`src/rtl/cfglut5_cfg_ctrl_if.sv`:
```
`default_nettype none
// ============================================================================
// Module      : cfglut5_cfg_ctrl_if
// Description : Bundle for the CFGLUT5 reconfiguration controller. It carries
//               the image request handshake, the serial chain pins
//               (ce/cdi/cdo) and the status outputs.
// Signals     : cfg_valid/cfg_ready/cfg_data - image request handshake
//               ce/cdi                       - chain clock enable, serial in
//               cdo                          - serial out of the chain tail
//               old_data                     - previous chain contents
//               busy/done/verify_err         - status
// Modports    : slave  - controller side
//               master - requester plus chain side
// Revision    : 1.0 - initial release
// ============================================================================
interface cfglut5_cfg_ctrl_if #(
  parameter int NUM_LUT = 1
);
  localparam int c_len = 32 * NUM_LUT;

  logic             cfg_valid;
  logic             cfg_ready;
  logic [c_len-1:0] cfg_data;
  logic             ce;
  logic             cdi;
  logic             cdo;
  logic [c_len-1:0] old_data;
  logic             busy;
  logic             done;
  logic             verify_err;

  modport slave (
    input  cfg_valid, cfg_data, cdo,
    output cfg_ready, ce, cdi, old_data, busy, done, verify_err
  );

  modport master (
    output cfg_valid, cfg_data, cdo,
    input  cfg_ready, ce, cdi, old_data, busy, done, verify_err
  );
endinterface
`default_nettype wire

```
`src/rtl/cfglut5_cfg_ctrl.sv`:
```
`default_nettype none
// ============================================================================
// Module      : cfglut5_cfg_ctrl
// Description : Serially loads a packed INIT image (MSB first) into a chain of
//               NUM_LUT cascaded CFGLUT5 primitives, capturing the previous
//               chain contents from the tail while shifting. With VERIFY=1 a
//               second pass rewrites the same image and compares readback.
// Ports       : clk   - clock, shared with the CFGLUT5 CLK pins
//               rst_n - asynchronous active-low reset
//               bus   - cfglut5_cfg_ctrl_if.slave (handshake, chain, status)
// Revision    : 1.0 - initial release
// ============================================================================
module cfglut5_cfg_ctrl #(
  parameter int NUM_LUT = 1,
  parameter bit VERIFY  = 1'b0
) (
  input wire logic          clk,
  input wire logic          rst_n,
  cfglut5_cfg_ctrl_if.slave bus
);
  localparam int              c_len  = 32 * NUM_LUT;
  localparam int              c_cw   = $clog2(c_len) + 1;
  localparam logic [c_cw-1:0] c_last = c_cw'(c_len - 1);

  typedef enum logic [1:0] {
    ST_IDLE   = 2'd0,
    ST_LOAD   = 2'd1,
    ST_VERIFY = 2'd2,
    ST_DONE   = 2'd3
  } state_t;

  state_t           r_state;
  state_t           w_state_nxt;
  logic [c_len-1:0] r_sh;
  logic [c_len-1:0] w_sh_nxt;
  logic [c_len-1:0] r_img;
  logic [c_len-1:0] w_img_nxt;
  logic [c_len-1:0] r_old;
  logic [c_len-1:0] w_old_nxt;
  logic [c_cw-1:0]  r_cnt;
  logic [c_cw-1:0]  w_cnt_nxt;
  logic             r_verr;
  logic             w_verr_nxt;
  logic             r_ce;
  logic             r_busy;
  logic             r_done;
  logic             r_ready;
  logic             w_last;

  assign w_last = (r_cnt == c_last);

  always_ff @(posedge clk or negedge rst_n) begin
    if (!rst_n) begin
      r_state <= ST_IDLE;
    end else begin
      r_state <= w_state_nxt;
    end
  end

  always_comb begin
    w_state_nxt = r_state;
    w_sh_nxt    = r_sh;
    w_img_nxt   = r_img;
    w_old_nxt   = r_old;
    w_cnt_nxt   = r_cnt;
    w_verr_nxt  = r_verr;
    unique case (r_state)
      ST_IDLE: begin
        if (bus.cfg_valid && r_ready) begin
          w_sh_nxt    = bus.cfg_data;
          w_img_nxt   = bus.cfg_data;
          w_verr_nxt  = 1'b0;
          w_cnt_nxt   = '0;
          w_state_nxt = ST_LOAD;
        end
      end
      ST_LOAD: begin
        w_sh_nxt  = r_sh << 1;
        w_old_nxt = {r_old[c_len-2:0], bus.cdo};
        w_cnt_nxt = r_cnt + c_cw'(1);
        if (w_last) begin
          w_cnt_nxt = '0;
          if (VERIFY) begin
            w_sh_nxt    = r_img;
            w_state_nxt = ST_VERIFY;
          end else begin
            w_state_nxt = ST_DONE;
          end
        end
      end
      ST_VERIFY: begin
        // The tail bit emerging now is the one shifted in L edges earlier,
        // i.e. the same image bit currently being presented on cdi.
        if (bus.cdo != r_sh[c_len-1]) begin
          w_verr_nxt = 1'b1;
        end
        w_sh_nxt  = r_sh << 1;
        w_cnt_nxt = r_cnt + c_cw'(1);
        if (w_last) begin
          w_cnt_nxt   = '0;
          w_state_nxt = ST_DONE;
        end
      end
      ST_DONE: begin
        w_state_nxt = ST_IDLE;
      end
      default: begin
        w_state_nxt = ST_IDLE;
      end
    endcase
  end

  // Status flags are registered from the next state so they line up with
  // the state they describe and have no combinational path from inputs.
  always_ff @(posedge clk or negedge rst_n) begin
    if (!rst_n) begin
      r_sh    <= '0;
      r_img   <= '0;
      r_old   <= '0;
      r_cnt   <= '0;
      r_verr  <= 1'b0;
      r_ce    <= 1'b0;
      r_busy  <= 1'b0;
      r_done  <= 1'b0;
      r_ready <= 1'b1;
    end else begin
      r_sh    <= w_sh_nxt;
      r_img   <= w_img_nxt;
      r_old   <= w_old_nxt;
      r_cnt   <= w_cnt_nxt;
      r_verr  <= w_verr_nxt;
      r_ce    <= (w_state_nxt == ST_LOAD) || (w_state_nxt == ST_VERIFY);
      r_busy  <= (w_state_nxt == ST_LOAD) || (w_state_nxt == ST_VERIFY);
      r_done  <= (w_state_nxt == ST_DONE);
      r_ready <= (w_state_nxt == ST_IDLE);
    end
  end

  // The shift register is fully drained after every pass, so its MSB is 0
  // whenever no shift is in progress.
  assign bus.cdi        = r_sh[c_len-1];
  assign bus.ce         = r_ce;
  assign bus.busy       = r_busy;
  assign bus.done       = r_done;
  assign bus.cfg_ready  = r_ready;
  assign bus.verify_err = r_verr;
  assign bus.old_data   = r_old;
endmodule
`default_nettype wire

```
`src/flat_wrapper.sv`:
```
// flat-port wrapper written by rule: the top's interface ports become plain ports
module cfglut5_cfg_ctrl_flat 
#(
  parameter int NUM_LUT = 1,
  parameter bit VERIFY  = 1'b0
)
  (clk, rst_n, bus_cfg_valid, bus_cfg_data, bus_cdo, bus_cfg_ready, bus_ce, bus_cdi, bus_old_data, bus_busy, bus_done, bus_verify_err);
  cfglut5_cfg_ctrl_if #(.NUM_LUT(NUM_LUT)) bus_i ();
  input wire logic clk;
  input wire logic rst_n;
  input wire logic [$bits(bus_i.cfg_valid)-1:0] bus_cfg_valid;
  input wire logic [$bits(bus_i.cfg_data)-1:0] bus_cfg_data;
  input wire logic [$bits(bus_i.cdo)-1:0] bus_cdo;
  output wire logic [$bits(bus_i.cfg_ready)-1:0] bus_cfg_ready;
  output wire logic [$bits(bus_i.ce)-1:0] bus_ce;
  output wire logic [$bits(bus_i.cdi)-1:0] bus_cdi;
  output wire logic [$bits(bus_i.old_data)-1:0] bus_old_data;
  output wire logic [$bits(bus_i.busy)-1:0] bus_busy;
  output wire logic [$bits(bus_i.done)-1:0] bus_done;
  output wire logic [$bits(bus_i.verify_err)-1:0] bus_verify_err;
  assign bus_i.cfg_valid = bus_cfg_valid;
  assign bus_i.cfg_data = bus_cfg_data;
  assign bus_i.cdo = bus_cdo;
  assign bus_cfg_ready = bus_i.cfg_ready;
  assign bus_ce = bus_i.ce;
  assign bus_cdi = bus_i.cdi;
  assign bus_old_data = bus_i.old_data;
  assign bus_busy = bus_i.busy;
  assign bus_done = bus_i.done;
  assign bus_verify_err = bus_i.verify_err;
  cfglut5_cfg_ctrl #(.NUM_LUT(NUM_LUT), .VERIFY(VERIFY)) u_core (.clk(clk), .rst_n(rst_n), .bus(bus_i));
endmodule
```
`config.mk`:
```
export PLATFORM = sky130hd
export DESIGN_NAME = cfglut5_cfg_ctrl_flat
export DESIGN_NICKNAME = d
export VERILOG_FILES = /design/src/rtl/cfglut5_cfg_ctrl_if.sv /design/src/rtl/cfglut5_cfg_ctrl.sv /design/src/flat_wrapper.sv
export SDC_FILE = /design/constraint.sdc
export NUM_CORES = 1
export LEC_CHECK = 0
export ABC_AREA = 1
export CORE_MARGIN = 2
export CORE_UTILIZATION = 25
export DETAILED_ROUTE_END_ITERATION = 8
export DONT_BUFFER_PORTS = 1
export PLACE_DENSITY = 0.37
export SLEW_MARGIN = 20
export SYNTH_ARGS = -nofsm -noshare
export SYNTH_HDL_FRONTEND = slang
export SYNTH_SLANG_ARGS = --single-unit
```
`constraint.sdc`:
```
create_clock -name clk -period 1.4 [get_ports clk]
set_input_delay 0.21 -clock clk [delete_from_list [all_inputs] [get_ports clk]]
set_output_delay 0.21 -clock clk [all_outputs]
set_load 0.005 [all_outputs]
```
==> results of run 1 <==
[timing repair]
| action | 4_1_cts | 5_1_grt |
|---|---|---|
| buffers inserted | 3 | 1 |
| cloned | 1 | 4 |
| pin swaps | 2 | 5 |
| resized for setup | 7 | 24 |
| endpoints found under the hold margin | 78 | 76 |
| setup endpoints to repair | 29 | 35 |
[how the worst min path moves through the flow]
stage / to / depth (start not counted)
after floorplan: u_core.bus.ce / 0
after global placement: u_core.bus.old_data[29] / 0
after detailed placement: u_core.bus.old_data[29] / 0
after CTS: u_core.r_state[1] / 0
after global routing: u_core.bus.old_data[29] / 0
final: u_core.bus.old_data[29] / 0
[synth_stat cells]
cell type    n
buf_4        2
nand2_1    104
nand3_1      5
a31oi_1     31
dfrtp_1     75
o21ai_0     19
a21oi_2      1
buf_6        4
nand3b_1     2
clkbuf_1     1
nand2_4      1
buf_2       13
o21a_1       1
xor2_1       1
inv_2        4
nor2_1      53
a21oi_1     19
o21ai_1      1
inv_1       24
nand2_2      1
nand4_1      1
ha_1         5
buf_1        2
nand3_2      2
nor2_2       1
dfstp_2      1
o21bai_2     1
nor2_4       1
[kinds of logic after synthesis]
group / synth area share (%)
adders and majority gates: 1.88
and+or+nand+nor: 20.8
DFF: 57.3
xor gates and xnor gates: 0.264
buffers and inverters: 7.27
AOI/OAI and AO/OA: 12.5
[power groups by stage]
| stage | clock [uW] | sequential [uW] | combinational (uW) |
|---|---|---|---|
| floorplan | 0 | 3850 | 2730 |
| global placement | 0 | 4080 | 3500 |
| detailed placement | 0 | 4090 | 3530 |
| CTS | 2320 | 4060 | 3900 |
| global route | 2410 | 4200 | 5230 |
| finish | 2230 | 4040 | 4680 |
[per-layer routing]
| layer | wire length (microns) | up-vias | global-route usage (%) |
|---|---|---|---|
| met4 | 142 | 0 | 4.63 |
| met5 | 0 | - | 0 |
| met3 | 625 | 11 | 5.32 |
| met2 | 3690 | 84 | 16.7 |
| li1 | - | 1241 | - |
| met1 | 3590 | 1201 | 13.9 |
[state kept, by name, indices dropped and copies added (netlist names)]
| name | flops |
|---|---|
| u_core.bus.cfg_ready | 1 |
| u_core.r_cnt | 6 |
| u_core.bus.done | 1 |
| u_core.bus.old_data | 32 |
| u_core.r_state | 2 |
| u_core.bus.verify_err | 1 |
| u_core.bus.ce | 1 |
| u_core.r_sh | 32 |
[worst register-to-register path: cells and delay by family, from the launching register on]
kind / cells / cell delay [ns]
compound gates: 1 / 0.14
flops: 1 / 0.39
buf+inv: 3 / 0.40
simple gates: 2 / 0.18
fa+ha+maj: 1 / 0.25
[per-stage QoR]
stage	setup slack (ns)	instance area (sq um)	util, %
after CTS	-0.0417	4010	30.6
after global placement	-0.00395	3610	27.6
after floorplan	0.0197	3340	-
after detailed placement	-0.0290	3610	27.6
final	-0.0399	4260	32.5
after global routing	-0.0941	4260	32.5
[final cells by class]
class                      count  area (sq um)
clock inverter                 1          5.00
fill                        1382          8830
multi-input combinational    251          1390
tap                          176           220
timing repair buffer          25           357
inverter                      28           108
sequential                    76          1900
clock buffer                  15           278
==> run summary, run 1 <==
FF-to-FF End: u_core.r_sh[7]
Buf/Inv on CP: 3
Leakage: 0.00187 uW
Max Buffers Root-to-Sink: 2
Row cnt: 42
Root Buffer: clkbuf_16
Share of cells above drive strength 1: 18.7%
Share of the synthesized area in the top cell type: 56.5%
Setup violation total in the final timing report: 13
Hold_buf cts: 2
CTS Sinks: 76
Setup TNS: -0.222 ns
Synthesized Nets: 417
Outcome: complete, but fails checks
Skew-Pair Late Insertion Delay: 0.34 ns
CP Data Arrival Time: 1.70 ns
Max-cap violations: 0
Total Wirelength: 8040 microns
Routed wire length per instance: 14.1 microns
Power Density: 2570 mW/mm^2
CP startpoint kind: flip-flop
Failing checks: hold timing, setup timing
Worst min path class: input pin to asynchronous set/reset pin
Post-Syn Area: 0.00332 sq mm
Final hold vios: 76
Switching part of the total: 38.4%
Vias in the first global route: 2391
Fmax achieved: 694 MHz
First-pass GRT wire length: 12200 microns
CP delay by family, top: buffers and inverters
Internal cell power: 6740 uW
Die width: 119 microns
Hpwl dp: 4860 microns
Reg2Reg Depth: 7
CP endpoint: u_core.r_sh[7]
Crit share post-route: 103%
Max IR drop VDD: 1000 uV
Distinct cells, synth: 28
Drt first pass iters: 4
Detailed-route DRC error count: 0
CTS tree: done
Synth area leader: dfrtp_1
CP max-delay cell: dfrtp_1
Post-layout min period: 1.44 ns
Initial DRC Count: 101
DR vias/cell: 4.44
CP max FO: 7
Sequential-to-total area share from yosys stat: 57.3%
Grt total ovfl: 0
Die H: 119 microns
Commonest non-fill, non-tap cell in the layout: nand2_1
Total GRT Usage: 11.2%
Sequential power share: 36.9%
Port Buffers: 0
Placed cells: 545
Slew Viols, Final: 0
Most used cell, CP: nand2_8
Initial antenna violation count: 0
Worst setup path start: u_core.r_state[0]
Starting Density: 25.4%
Vias post-DR: 2537
Clk pwr share: 20.3%
Reg2Reg Setup Slack: -0.04 ns
Final worst slack: -0.0399 ns
CP Class: flip-flop to flip-flop
N_diodes: 0
Hold slack: -0.435 ns
Unrepaired setup endpoints after global routing: yes
Peak per-stage delay on the critical path: 0.39 ns
YS warnings: 0
Io pins: 74
Measured slew at the worst slew-check pin: 0.303 ns
Syn Inst Count: 376
Largest net degree at the start of global routing: 77
Psw: 4210 uW
FF+latch count, synth: 76
Normalized max-slew margin: 79.7%
DRT antenna net count: 0
Clock Pin Slew Worst Setup and Hold Paths: 0.06 ns
Nets: 432
Most frequent cells in the layout: nand2_1 (102), dfrtp_1 (75), nor2_1 (46)
Crit. End Element: flip-flop
Crit path depth: 7
Worst path required time: 1.66 ns
CTS buffer count: 9
Dominant cells by area after synthesis: dfrtp_1 (56%), nand2_1 (12%), nor2_1 (6.0%)
Skew final: 0.00575 ns
CTS H-Tree Depth: 3
RR Startpoint: u_core.r_state[0]
Part of the power in combinational logic: 42.8%
Placer congestion estimate: 0.678
Die footprint: 0.0142 sq mm
Core area: 0.0131 sq mm
Tot Pwr: 11000 uW
Finished Layout Cells: 572
Post-Syn Area per Cell: 8.84 sq um
Crit path cell chain: inv_2, ha_4, nand2_8, nand2_8, buf_12, clkbuf_16, a31oi_1
Synth-to-layout area growth: 28.1%
Note: power is estimated with default switching activity, not from simulation.
==> run 2: changes to the inputs <==
--- a/config.mk
+++ b/config.mk
@@ -6,10 +6,12 @@
 export NUM_CORES = 1
 export LEC_CHECK = 0
 export ABC_AREA = 1
+export CAP_MARGIN = 20
 export CORE_MARGIN = 2
 export CORE_UTILIZATION = 25
 export DETAILED_ROUTE_END_ITERATION = 8
 export DONT_BUFFER_PORTS = 1
+export HOLD_SLACK_MARGIN = 0.12
 export PLACE_DENSITY = 0.37
 export SLEW_MARGIN = 20
 export SYNTH_ARGS = -nofsm -noshare
==> run summary, run 2 (synthesis gave the netlist of run 1 again) <==
Die H: 119 microns
Row cnt: 42
CP Class: flip-flop to flip-flop
Nets: 463
Psw: 4230 uW
Starting Density: 25.4%
Hold_buf cts: 33
Initial DRC Count: 88
Core area: 0.0131 sq mm
Layout fillers: 1355
Max Buffers Root-to-Sink: 2
Total Wirelength: 8130 microns
Part of the power in combinational logic: 43.1%
Switching part of the total: 38.3%
Register area: 0.00190 sq mm
Skew final: 0.00672 ns
Root Buffer: clkbuf_16
Max IR drop VDD: 1060 uV
CP Data Arrival Time: 1.64 ns
Hpwl dp: 4860 microns
CTS buffer count: 9
Io pins: 74
First-pass GRT wire length: 12400 microns
Most frequent cells in the layout: nand2_1 (102), dfrtp_1 (75), nor2_1 (45)
Detailed-route DRC error count: 0
Port Buffers: 0
Commonest non-fill, non-tap cell in the layout: nand2_1
Clk pwr share: 20.2%
Total GRT Usage: 11.3%
RR Startpoint: u_core.r_state[0]
Final hold vios: 76
Power Density: 2410 mW/mm^2
CTS tree: done
CP startpoint kind: flip-flop
Failing checks: hold timing, setup timing
Reg2Reg Setup Slack: -0.02 ns
Synth-to-layout area growth: 37.5%
Hold slack: -0.433 ns
Crit. End Element: flip-flop
Reg2Reg Depth: 7
Die footprint: 0.0142 sq mm
Unrepaired setup endpoints after global routing: yes
CTS H-Tree Depth: 3
DR vias/cell: 4.35
Normalized max-slew margin: 79.5%
Placer congestion estimate: 0.678
Leakage: 0.00200 uW
DRT antenna net count: 0
Initial antenna violation count: 0
CTS Sinks: 76
Outcome: complete, but fails checks
Slew Viols, Final: 0
Sequential power share: 36.7%
Vias in the first global route: 2485
Routed wire length per instance: 13.5 microns
Setup TNS: -0.164 ns
Post-layout min period: 1.42 ns
Grt total ovfl: 0
Crit share post-route: 102%
CP max FO: 7
Share of cells above drive strength 1: 17.6%
Worst path required time: 1.61 ns
Vias post-DR: 2626
Final worst slack: -0.0248 ns
Worst min path class: input pin to asynchronous set/reset pin
Fmax achieved: 702 MHz
Max-cap violations: 0
Measured slew at the worst slew-check pin: 0.307 ns
Multi-input gate area: 0.00139 sq mm
FF-to-FF End: u_core.r_sh[15]
Setup violation total in the final timing report: 13
Drt first pass iters: 4
Largest net degree at the start of global routing: 77
Die width: 119 microns
Skew-Pair Late Insertion Delay: 0.34 ns
N_diodes: 0
Clock Pin Slew Worst Setup and Hold Paths: 0.06 ns
Internal cell power: 6800 uW
-- run 2: cell types whose count changed in the layout (fill, tap and decap cells not counted), sizes merged --
cell         before  now
dlygate4sd3       2   33
-- run 2: per-stage QoR --
step / util [%] / setup WS, ns / power, uW / area, sq um / std cells
floorplan: - / 0.0197 / 6580 / 3340 / 376
global placement: 27.6 / -0.00395 / 7580 / 3610 / 545
detailed placement: 27.6 / -0.0290 / 7620 / 3610 / 545
CTS: 33.0 / -0.0417 / 10300 / 4320 / 598
global route: 34.9 / -0.0778 / 11900 / 4570 / 603
finish: 34.9 / -0.0248 / 11000 / 4570 / 603
-- run 2: how the worst max path moves through the flow --
stage               slack (ns)               to                  from  cells after the start
finish                   -0.02  u_core.r_sh[15]     u_core.r_state[0]                      7
global route             -0.08   u_core.r_sh[4]     u_core.r_state[0]                      7
CTS                      -0.04  u_core.r_sh[10]     u_core.r_state[0]                      6
detailed placement       -0.03  u_core.r_sh[24]  u_core.bus.cfg_ready                      7
global placement        -0.004  u_core.r_sh[17]  u_core.bus.cfg_ready                      7
floorplan                 0.02  u_core.r_cnt[2]     u_core.r_state[0]                      8
-- run 2: worst max-delay path, cell delays in order, from the launching register on --
cell and delay (ns):
dfrtp_1 0.36, inv_2 0.07, ha_4 0.34, nand2_8 0.09, nand2_8 0.10, buf_12 0.12, clkbuf_16 0.15, a31oi_4 0.07
-- run 2: layout make-up --
| cell class | count | share of cell area (%) |
|---|---|---|
| Clock buffer | 15 | 6.08 |
| Clock inverter | 1 | 0.110 |
| Inverter | 28 | 2.35 |
| Multi-Input combinational cell | 251 | 30.4 |
| Sequential cell | 76 | 41.6 |
| Tap cell | 176 | 4.82 |
| Timing Repair Buffer | 56 | 14.6 |
-- run 2: timing repair --
action                                  CTS  global route
gates resized for setup                   7            25
cloned                                    1             4
setup buffers                             3             1
pin swaps                                 2             5
endpoints found under the setup margin   29            35
endpoints found under the hold margin   110            76
-- run 2: power groups by stage --
stage / registers [uW] / clock network (uW) / logic (uW)
6_report: 4050 / 2230 / 4760
4_1_cts: 4060 / 2320 / 3970
5_1_grt: 4200 / 2420 / 5320
3_3_place_gp: 4080 / 0 / 3500
2_1_floorplan: 3850 / 0 / 2730
3_5_place_dp: 4090 / 0 / 3530
-- run 2: per-layer routing --
layer / up-vias / wire length [microns] / track usage, %
met2: 75 / 3730 / 17.3
met3: 10 / 496 / 4.69
li1: 1307 / - / -
met1: 1234 / 3760 / 13.9
met5: - / 0 / 0
met4: 0 / 142 / 4.85
